===== src/rtl/fsm_code_lock_if.sv =====
// Bundle of the code-lock user-side inputs and status outputs.
// The master drives codes and control; the slave is the lock itself.
interface fsm_code_lock_if #(
   parameter int IN_W     = 3,
   parameter int DEPTH    = 3,
   parameter int MAX_FAIL = 3
);
   localparam int FC_W = $clog2(MAX_FAIL + 1);

   logic [IN_W-1:0]       user_input;
   logic                  in_valid;
   logic [DEPTH*IN_W-1:0] code;
   logic                  relock;
   logic [2:0]            out;
   logic                  unlock;
   logic [FC_W-1:0]       fail_cnt;

   modport master (
      output user_input, in_valid, code, relock,
      input  out, unlock, fail_cnt
   );

   modport slave (
      input  user_input, in_valid, code, relock,
      output out, unlock, fail_cnt
   );
endinterface


===== src/rtl/fsm_code_lock.sv =====
// Sequence code lock: unlocks after DEPTH matching codes, counts consecutive
// failures and enters a timed lockout after MAX_FAIL of them.
//
//   state   | meaning
//   --------+---------------------------------------------------------
//   IDLE    | waiting for the first code of the sequence
//   MATCH   | part of the sequence entered, idx = next step to match
//   OPEN    | unlocked for OPEN_CYCLES cycles or until relock
//   LOCKOUT | too many failures (or corrupt state), inputs ignored
//   other   | illegal encoding, recovers to LOCKOUT (fail-secure)
module fsm_code_lock #(
   parameter int IN_W        = 3,
   parameter int DEPTH       = 3,
   parameter int MAX_FAIL    = 3,
   parameter int LOCK_CYCLES = 8,
   parameter int OPEN_CYCLES = 4
) (
   input  logic               clk,
   input  logic               rst_n,
   fsm_code_lock_if.slave     bus
);
   localparam int IDX_W   = (DEPTH > 1) ? $clog2(DEPTH) : 1;
   localparam int FC_W    = $clog2(MAX_FAIL + 1);
   localparam int TMR_MAX = (LOCK_CYCLES > OPEN_CYCLES) ? LOCK_CYCLES : OPEN_CYCLES;
   localparam int TMR_W   = (TMR_MAX > 1) ? $clog2(TMR_MAX) : 1;

   localparam logic [IDX_W-1:0] IDX_LAST = IDX_W'(DEPTH - 1);
   localparam logic [FC_W-1:0]  FC_MAX   = FC_W'(MAX_FAIL);
   localparam logic [FC_W-1:0]  FC_LAST  = FC_W'(MAX_FAIL - 1);
   localparam logic [TMR_W-1:0] TMR_LOCK = TMR_W'(LOCK_CYCLES - 1);
   localparam logic [TMR_W-1:0] TMR_OPEN = TMR_W'(OPEN_CYCLES - 1);

   // Encoding doubles as the out status so out is a plain register copy.
   typedef enum logic [2:0] {
      IDLE    = 3'b000,
      MATCH   = 3'b001,
      OPEN    = 3'b010,
      LOCKOUT = 3'b100
   } state_t;

   // Held as raw bits so any corrupted value is representable and recovered.
   logic [2:0]       state_q;
   state_t           state_d;
   logic [IDX_W-1:0] idx_q, idx_d;
   logic [FC_W-1:0]  fail_q, fail_d;
   logic [TMR_W-1:0] tmr_q, tmr_d;

   logic [IN_W-1:0]  exp_code;
   logic             code_hit;

   assign exp_code = bus.code[idx_q*IN_W +: IN_W];
   assign code_hit = (bus.user_input == exp_code);

   // State, step index, failure count and shared timer registers.
   always_ff @(posedge clk or negedge rst_n) begin
      if (!rst_n) begin
         state_q <= IDLE;
         idx_q   <= '0;
         fail_q  <= '0;
         tmr_q   <= '0;
      end else begin
         state_q <= state_d;
         idx_q   <= idx_d;
         fail_q  <= fail_d;
         tmr_q   <= tmr_d;
      end
   end

   // Next-state logic; IDLE and MATCH share the compare path since idx is 0 in IDLE.
   always_comb begin
      state_d = IDLE;
      idx_d   = idx_q;
      fail_d  = fail_q;
      tmr_d   = tmr_q;
      case (state_q)
         IDLE, MATCH: begin
            state_d = (state_q == MATCH) ? MATCH : IDLE;
            if (bus.in_valid) begin
               if (code_hit) begin
                  if (idx_q == IDX_LAST) begin
                     state_d = OPEN;
                     idx_d   = '0;
                     fail_d  = '0;
                     tmr_d   = TMR_OPEN;
                  end else begin
                     state_d = MATCH;
                     idx_d   = idx_q + 1'b1;
                  end
               end else if (fail_q >= FC_LAST) begin
                  // >= rather than == keeps the count saturated at MAX_FAIL.
                  state_d = LOCKOUT;
                  idx_d   = '0;
                  fail_d  = FC_MAX;
                  tmr_d   = TMR_LOCK;
               end else begin
                  state_d = IDLE;
                  idx_d   = '0;
                  fail_d  = fail_q + 1'b1;
               end
            end
         end
         OPEN: begin
            state_d = OPEN;
            if (bus.relock || (tmr_q == '0)) begin
               state_d = IDLE;
               idx_d   = '0;
            end else begin
               tmr_d = tmr_q - 1'b1;
            end
         end
         LOCKOUT: begin
            state_d = LOCKOUT;
            if (tmr_q == '0) begin
               state_d = IDLE;
               fail_d  = '0;
            end else begin
               tmr_d = tmr_q - 1'b1;
            end
         end
         default: begin
            state_d = LOCKOUT;
            idx_d   = '0;
            fail_d  = FC_MAX;
            tmr_d   = TMR_LOCK;
         end
      endcase
   end

   assign bus.out      = state_q;
   assign bus.unlock   = (state_q == OPEN);
   assign bus.fail_cnt = fail_q;

endmodule

===== src/flat_wrapper.sv =====
// flat-port wrapper written by rule: the top's interface ports become plain ports
module fsm_code_lock_flat 
#(
   parameter int IN_W        = 3,
   parameter int DEPTH       = 3,
   parameter int MAX_FAIL    = 3,
   parameter int LOCK_CYCLES = 8,
   parameter int OPEN_CYCLES = 4
)
  (clk, rst_n, bus_user_input, bus_in_valid, bus_code, bus_relock, bus_out, bus_unlock, bus_fail_cnt);
  fsm_code_lock_if #(.IN_W(IN_W), .DEPTH(DEPTH), .MAX_FAIL(MAX_FAIL)) bus_i ();
  input  logic clk;
  input  logic rst_n;
  input wire logic [$bits(bus_i.user_input)-1:0] bus_user_input;
  input wire logic [$bits(bus_i.in_valid)-1:0] bus_in_valid;
  input wire logic [$bits(bus_i.code)-1:0] bus_code;
  input wire logic [$bits(bus_i.relock)-1:0] bus_relock;
  output wire logic [$bits(bus_i.out)-1:0] bus_out;
  output wire logic [$bits(bus_i.unlock)-1:0] bus_unlock;
  output wire logic [$bits(bus_i.fail_cnt)-1:0] bus_fail_cnt;
  assign bus_i.user_input = bus_user_input;
  assign bus_i.in_valid = bus_in_valid;
  assign bus_i.code = bus_code;
  assign bus_i.relock = bus_relock;
  assign bus_out = bus_i.out;
  assign bus_unlock = bus_i.unlock;
  assign bus_fail_cnt = bus_i.fail_cnt;
  fsm_code_lock #(.IN_W(IN_W), .DEPTH(DEPTH), .MAX_FAIL(MAX_FAIL), .LOCK_CYCLES(LOCK_CYCLES), .OPEN_CYCLES(OPEN_CYCLES)) u_core (.clk(clk), .rst_n(rst_n), .bus(bus_i));
endmodule

===== config.mk =====
export PLATFORM = sky130hd
export DESIGN_NAME = fsm_code_lock_flat
export DESIGN_NICKNAME = d
export VERILOG_FILES = /design/src/rtl/fsm_code_lock_if.sv /design/src/rtl/fsm_code_lock.sv /design/src/flat_wrapper.sv
export SDC_FILE = /design/constraint.sdc
export NUM_CORES = 1
export LEC_CHECK = 0
export BUFFER_PORTS_ARGS = -buffer_cell sky130_fd_sc_hd__buf_2
export CORE_MARGIN = 2
export CORE_UTILIZATION = 46
export CTS_CLUSTER_DIAMETER = 30
export DETAILED_ROUTE_END_ITERATION = 10
export GPL_ROUTABILITY_DRIVEN = 0
export PLACE_DENSITY_LB_ADDON = 0.25
export SLEW_MARGIN = 10
export SYNTH_ARGS = -nofsm -noshare
export SYNTH_HDL_FRONTEND = slang
export SYNTH_SLANG_ARGS = --single-unit

===== constraint.sdc =====
create_clock -name clk -period 2.1 [get_ports clk]
set_input_delay 0.105 -clock clk [delete_from_list [all_inputs] [get_ports clk]]
set_output_delay 0.105 -clock clk [all_outputs]
set_load 0.05 [all_outputs]

# [Word level (Yosys, flattened, before mapping)]
# Index checks and enable logic that the tools add are counted.
[classes] addsub=3 n_mul=1 magnitude_cmp=1 n_eq_ne=12 shift=1 mux=26 bitwise=2 n_reduce_logical=7
[op_table] op="3-bit 2-to-1 mux" n=10
[op_table] op="2-bit 2-to-1 mux" n=11
[op_table] op="3-bit case mux with 3 select lines" n=2
[op_table] op="2-bit case mux with 3 select lines" n=2
[op_table] op="9-bit by 5-bit indexed part select with 3-bit output" n=1
[op_table] op="3-bit zero test" n=2
[op_table] op="2-bit != test, second input constant" n=3
[op_table] op="5-bit AND reduction" n=1
[op_table] op="2-bit by 1-bit adder with 2-bit output, second input constant" n=2
[op_table] op="2-bit by 2-bit multiplier with 4-bit output, second input constant" n=1
[op_table] op="2-bit by 1-bit != test with 1-bit output, second input constant" n=2
[op_table] op="4-bit AND reduction" n=1
[op_table] op="3-bit by 1-bit == test with 1-bit output, second input constant" n=1
[op_table] op="3-bit by 2-bit == test with 1-bit output, second input constant" n=1
[op_table] op="3-bit == test" n=1
[op_table] op="3-bit == test, second input constant" n=1
[op_table] op="3-bit by 1-bit != test with 1-bit output, second input constant" n=1
[op_table] op="3-bit != test, second input constant" n=1
[op_table] op="3-bit AND reduction" n=1
[op_table] op="3-bit by 1-bit subtractor with 3-bit output, second input constant" n=1
[op_table] op="2-bit == test, second input constant" n=1
[op_table] op="2-bit greater-or-equal comparator, second input constant" n=1
[op_table] op="1-bit NOT" n=2
[op_table] op="2-bit OR reduction" n=1
[op_table] op="2 further kinds" n=2
[totals] reg_bits=10 output_inout_bits=6

# [Logic depth before layout (Yosys ltp)]
[logic_depth] depth_word=6 ltp_mapped=8 depth_no_buf=8

# [Worst setup path before layout]
# Ideal clock, no wire load.
[synth_timing] kind="register to register" from="register u_core.idx_q[1]" to="register u_core.tmr_q[2]" setup_ps=126 arrival_ps=1907 required_ps=1974 slack_ps=67 path_stages_with_launch=9 path_buffers=2 synth_period_minus_slack_ps=2033 cell_sequence="dfrtp_1 > buf_6 > mux2_4 > or3_1 > a32oi_1 > and2_1 > buf_6 > a31oi_1 > o32a_1"
[synth_via] elab_chain_cells=6 word_cells_on_any_way=10
[synth_lines] item="start, declared" line="fsm_code_lock.sv:44" rtl="logic [IDX_W-1:0] idx_q, idx_d;"
[synth_lines] item="start signal, assigned" line="fsm_code_lock.sv:63" rtl="idx_q <= idx_d;"
[synth_lines] item="2-bit by 2-bit multiplier with 4-bit output" line="fsm_code_lock.sv:51" rtl="assign exp_code = bus.code[idx_q*IN_W +: IN_W];"
[synth_lines] item="9-bit by 5-bit indexed part select with 3-bit output" line="fsm_code_lock.sv:51"
[synth_lines] item="3-bit == test" line="fsm_code_lock.sv:52" rtl="assign code_hit = (bus.user_input == exp_code);"
[synth_lines] item="3-bit 2-to-1 mux" line="fsm_code_lock.sv:79" rtl="if (code_hit) begin"
[synth_lines] item="3-bit 2-to-1 mux" line="fsm_code_lock.sv:78" rtl="if (bus.in_valid) begin"
[synth_lines] item="3-bit case mux with 3 select lines" line="fsm_code_lock.sv:75" rtl="case (state_q)"
[synth_lines] item="end signal, assigned" line="fsm_code_lock.sv:65" rtl="tmr_q <= tmr_d;"
[synth_lines] item="end, declared" line="fsm_code_lock.sv:46" rtl="logic [TMR_W-1:0] tmr_q, tmr_d;"
# Parallel ways exist; a longest one is shown, timed or not. The select of a mux whose other input is x is not followed.
# A chain may end at the register's enable or synchronous reset.

# [Worst setup path in the final report]
[layout_timing] from="register u_core.idx_q[1]" to="register u_core.tmr_q[0]"
# Same word-level chain as after synthesis.

==> flow_metrics.py <==
metrics = {
    "status": {
        "status": "finished with violations",
        "violations": "setup timing",
    },
    "place": {
        "port_buffers": 21,
        "post-place-cells": 145,
        "place_area_sq_um": 980,
        "hpwl_microns": 1440,
        "pre_cts_slack_ns": -0.0582,
    },
    "logic_synthesis": {
        "ys_ff_latch": 10,
        "synth_top_area_share_pct": 30.1,
        "avgSynthCellArea_sq_um": 8.49,
        "synth_area_leaders": "dfrtp_1 30%, nor2_1 6.3%, xnor2_1 3.2%",
        "syn-instance-count": 98,
        "synth_seq_area_share_pct": 30.1,
        "yosysTopAreaCell": "dfrtp_1",
        "yosys_warnings": 0,
        "yosysMostFrequentCell": "nor2_1",
        "synthArstFlopShare_pct": 100,
        "synth_common_cells": "14 x nor2_1, 10 x dfrtp_1, 6 x inv_1, 6 x nand2_1",
        "synth-main-ff-cell": "dfrtp_1",
        "syn-cell-area_sq_um": 832,
        "syn-num-nets": 116,
        "synthDistinctLibCells": 39,
        "synth-edff-count": 0,
    },
    "clocking": {
        "clock_latency_ns": 0.26,
        "cts_tree": "done",
        "cts_made_buffers": 3,
        "h-tree-depth": 1,
        "clk_pin_slew_worst_paths_ns": 0.06,
        "cts_sinks": 10,
        "clock-root-buffer": "clkbuf_4",
        "ctsLongestPathBuffers": 2,
    },
    "worst_setup_path": {
        "cpMaxStageDelayCell": "dfrtp_1",
        "cp_top_family": "simple AND/OR/NAND/NOR gates",
        "critPathMaxFanout": 3,
        "crit_path_start_kind": "register",
        "critPathArrivalTime_ns": 2.26,
        "critical_path_buf_inv_count": 1,
        "crit_chain": "buf_6 -> mux2_4 -> or3_4 -> a32oi_4 -> and4_2 -> nor4_4 -> mux2_2",
        "cpPeakStageDelay_ns": 0.42,
        "crit_type": "register to register",
        "setup.worst_path.end_class": "register",
        "timing.rr.start": "u_core.idx_q[1]$_DFFE_PN0P_",
        "startpoint": "u_core.idx_q[1]$_DFFE_PN0P_",
        "cp.required_ns": 2.25,
    },
    "drt": {
        "wl_met3_microns": 80,
        "avgViaCountPerCell": 5.40,
        "drt_iter0_drc": 20,
        "vias": 816,
        "wl_met2_microns": 968,
        "drcViolationCount": 0,
        "first_pass_iters": 4,
        "wl_met1_microns": 811,
        "wire_per_inst_microns": 12.4,
        "topRoutingLayerUsed": "met4",
        "ant_nets": 0,
        "drt-total-wl_microns": 1880,
    },
    "cells_and_area": {
        "drive_gt1_share_pct": 37.3,
        "areaGrowthSynthToFinish_pct": 36.1,
        "antenna_cells": 0,
        "final-instance-count-excl-fill": 151,
        "n_fill_cell": 133,
        "ff_latch_area_sq_um": 251,
        "multi_input_area_sq_um": 612,
        "nNetsFinal": 145,
        "fin_util_pct": 66.3,
        "final_area_sq_um": 1130,
    },
    "global_routing": {
        "overflow": 0,
        "antenna_found_initial": 0,
        "grt_pass1_wl_microns": 2970,
        "grt_max_degree": 14,
        "grt_pass1_vias": 730,
        "track_usage_pct": 19.7,
    },
    "timing": {
        "hold_viol_final": 0,
        "tightest_slew_ns": 0.396,
        "slew_violations": 0,
        "fin_crit_sh_pct": 100,
        "rsz0062_at_grt": "yes",
        "fmax_mhz": 475,
        "setup_ws_ns": -0.00663,
        "setup_tns_ns": -0.00663,
        "slew_headroom_pct": 73.6,
        "finalSetupViolCount": 1,
        "fin_crit_ns": 2.11,
        "worst_clock_skew_ns": 0.00124,
    },
    "min_path": {
        "hp-class": "input pin to register",
        "hold_start": "bus_in_valid",
    },
    "power": {
        "p_leak_nw": 0.520,
        "vdd_ir_drop_max_v": 0.000732,
        "powerDensity_nw_per_um2": 1050,
    },
    "floorplan": {
        "initial_utilization_pct": 48.7,
        "rows": 15,
        "num_io_pins": 22,
        "fp.dieW_microns": 46.5,
        "core_area_sq_um": 1710,
        "chipHeight_microns": 46.5,
        "dieArea_sq_um": 2170,
    },
    "run": {
        "maxCapViolCount": 0,
    },
}
[power by group]
| part | switching [mW] | internal [mW] | total [mW] |
|---|---|---|---|
| combinational | 0.384 | 0.314 | 0.698 |
| clock | 0.0642 | 0.105 | 0.169 |
| sequential | 0.0663 | 0.257 | 0.324 |
[worst register-to-register path, stage by stage (launching register included)]
cell and delay, ns:
dfrtp_1 0.42, buf_6 0.14, mux2_4 0.31, or3_4 0.34, a32oi_4 0.19, and4_2 0.28
nor4_4 0.06, mux2_2 0.26
[layout by cell type (no fill, tap or decap), types with 2 or more instances in the layout]
| cell | instances |
|---|---|
| mux2_4 | 2 |
| nand3_1 | 2 |
| clkbuf_4 | 3 |
| nor2_1 | 14 |
| nand2b_1 | 3 |
| nor2b_1 | 4 |
| o21a_1 | 2 |
| xnor2_1 | 3 |
| inv_1 | 6 |
| buf_6 | 3 |
| a21oi_1 | 4 |
| o22a_1 | 2 |
| dfrtp_1 | 9 |
| nand2_1 | 6 |
| nand3b_1 | 2 |
| o21ai_0 | 2 |
| ha_1 | 2 |
| buf_4 | 4 |
| buf_2 | 21 |
| mux2i_1 | 2 |
[area by class of cell]
| class | instances | share of cell area [%] |
|---|---|---|
| clock buffer | 4 | 3.20 |
| inverter | 6 | 1.99 |
| multi-input combinational | 77 | 54.0 |
| sequential | 10 | 22.2 |
| tap | 25 | 2.76 |
| timing repair buffer | 29 | 15.8 |
[metrics by stage]
step                total power, mW  hold WS [ns]
detailed placement            0.959       -0.0263
global route                   1.29         0.161
global placement              0.943       -0.0265
CTS                            1.15         0.171
finish                         1.19         0.179
floorplan                     0.824        -0.191
[what timing repair did]
item                                    CTS  global route
resized for setup                         8            10
pin swaps                                 2             3
endpoints found under the setup margin    6             7
hold endpoints to repair                 10             0
setup buffers                             0             1
hold buffers                              1             0
[routing by layer]
layer  vias up  track usage (%)
met1       386             22.2
met4         0             8.57
met3         2             3.53
met2        23             35.6
li1        405                -
met5         -                0
[registers in the layout, summed over array words and instances (netlist names)]
| register | count |
|---|---|
| u_core.idx_q | 2 |
| u_core.tmr_q | 3 |
| u_core.bus.fail_cnt | 2 |
| u_core.bus.out | 3 |
[kinds of logic (layout without fill, tap and decap cells)]
| family | count (synthesis) | in the layout | share of synthesized area (%) |
|---|---|---|---|
| xor+xnor | 3 | 3 | 3.16 |
| simple gates | 42 | 42 | 28.1 |
| compound gates | 24 | 24 | 20.8 |
| mux | 5 | 5 | 6.92 |
| buf+inv | 11 | 39 | 6.77 |
| flops | 10 | 10 | 30.1 |
| fa+ha+maj | 3 | 3 | 4.21 |
[final timing paths]
path / to / slack, ns / cells after the start
hold reg to reg: u_core.tmr_q[1]$_DFFE_PN0P_ / 0.51 / 1
min in group asynchronous: u_core.bus.out[2]$_DFF_PN0_ / 0.23 / 2
setup / recovery: u_core.tmr_q[0]$_DFFE_PN0P_ / -0.007 / 7
setup reg to reg: u_core.tmr_q[0]$_DFFE_PN0P_ / -0.007 / 7
max in group asynchronous: u_core.idx_q[0]$_DFFE_PN0P_ / 1.67 / 2
hold / removal: u_core.idx_q[0]$_DFFE_PN0P_ / 0.18 / 3
(Power assumes the default switching activity.)
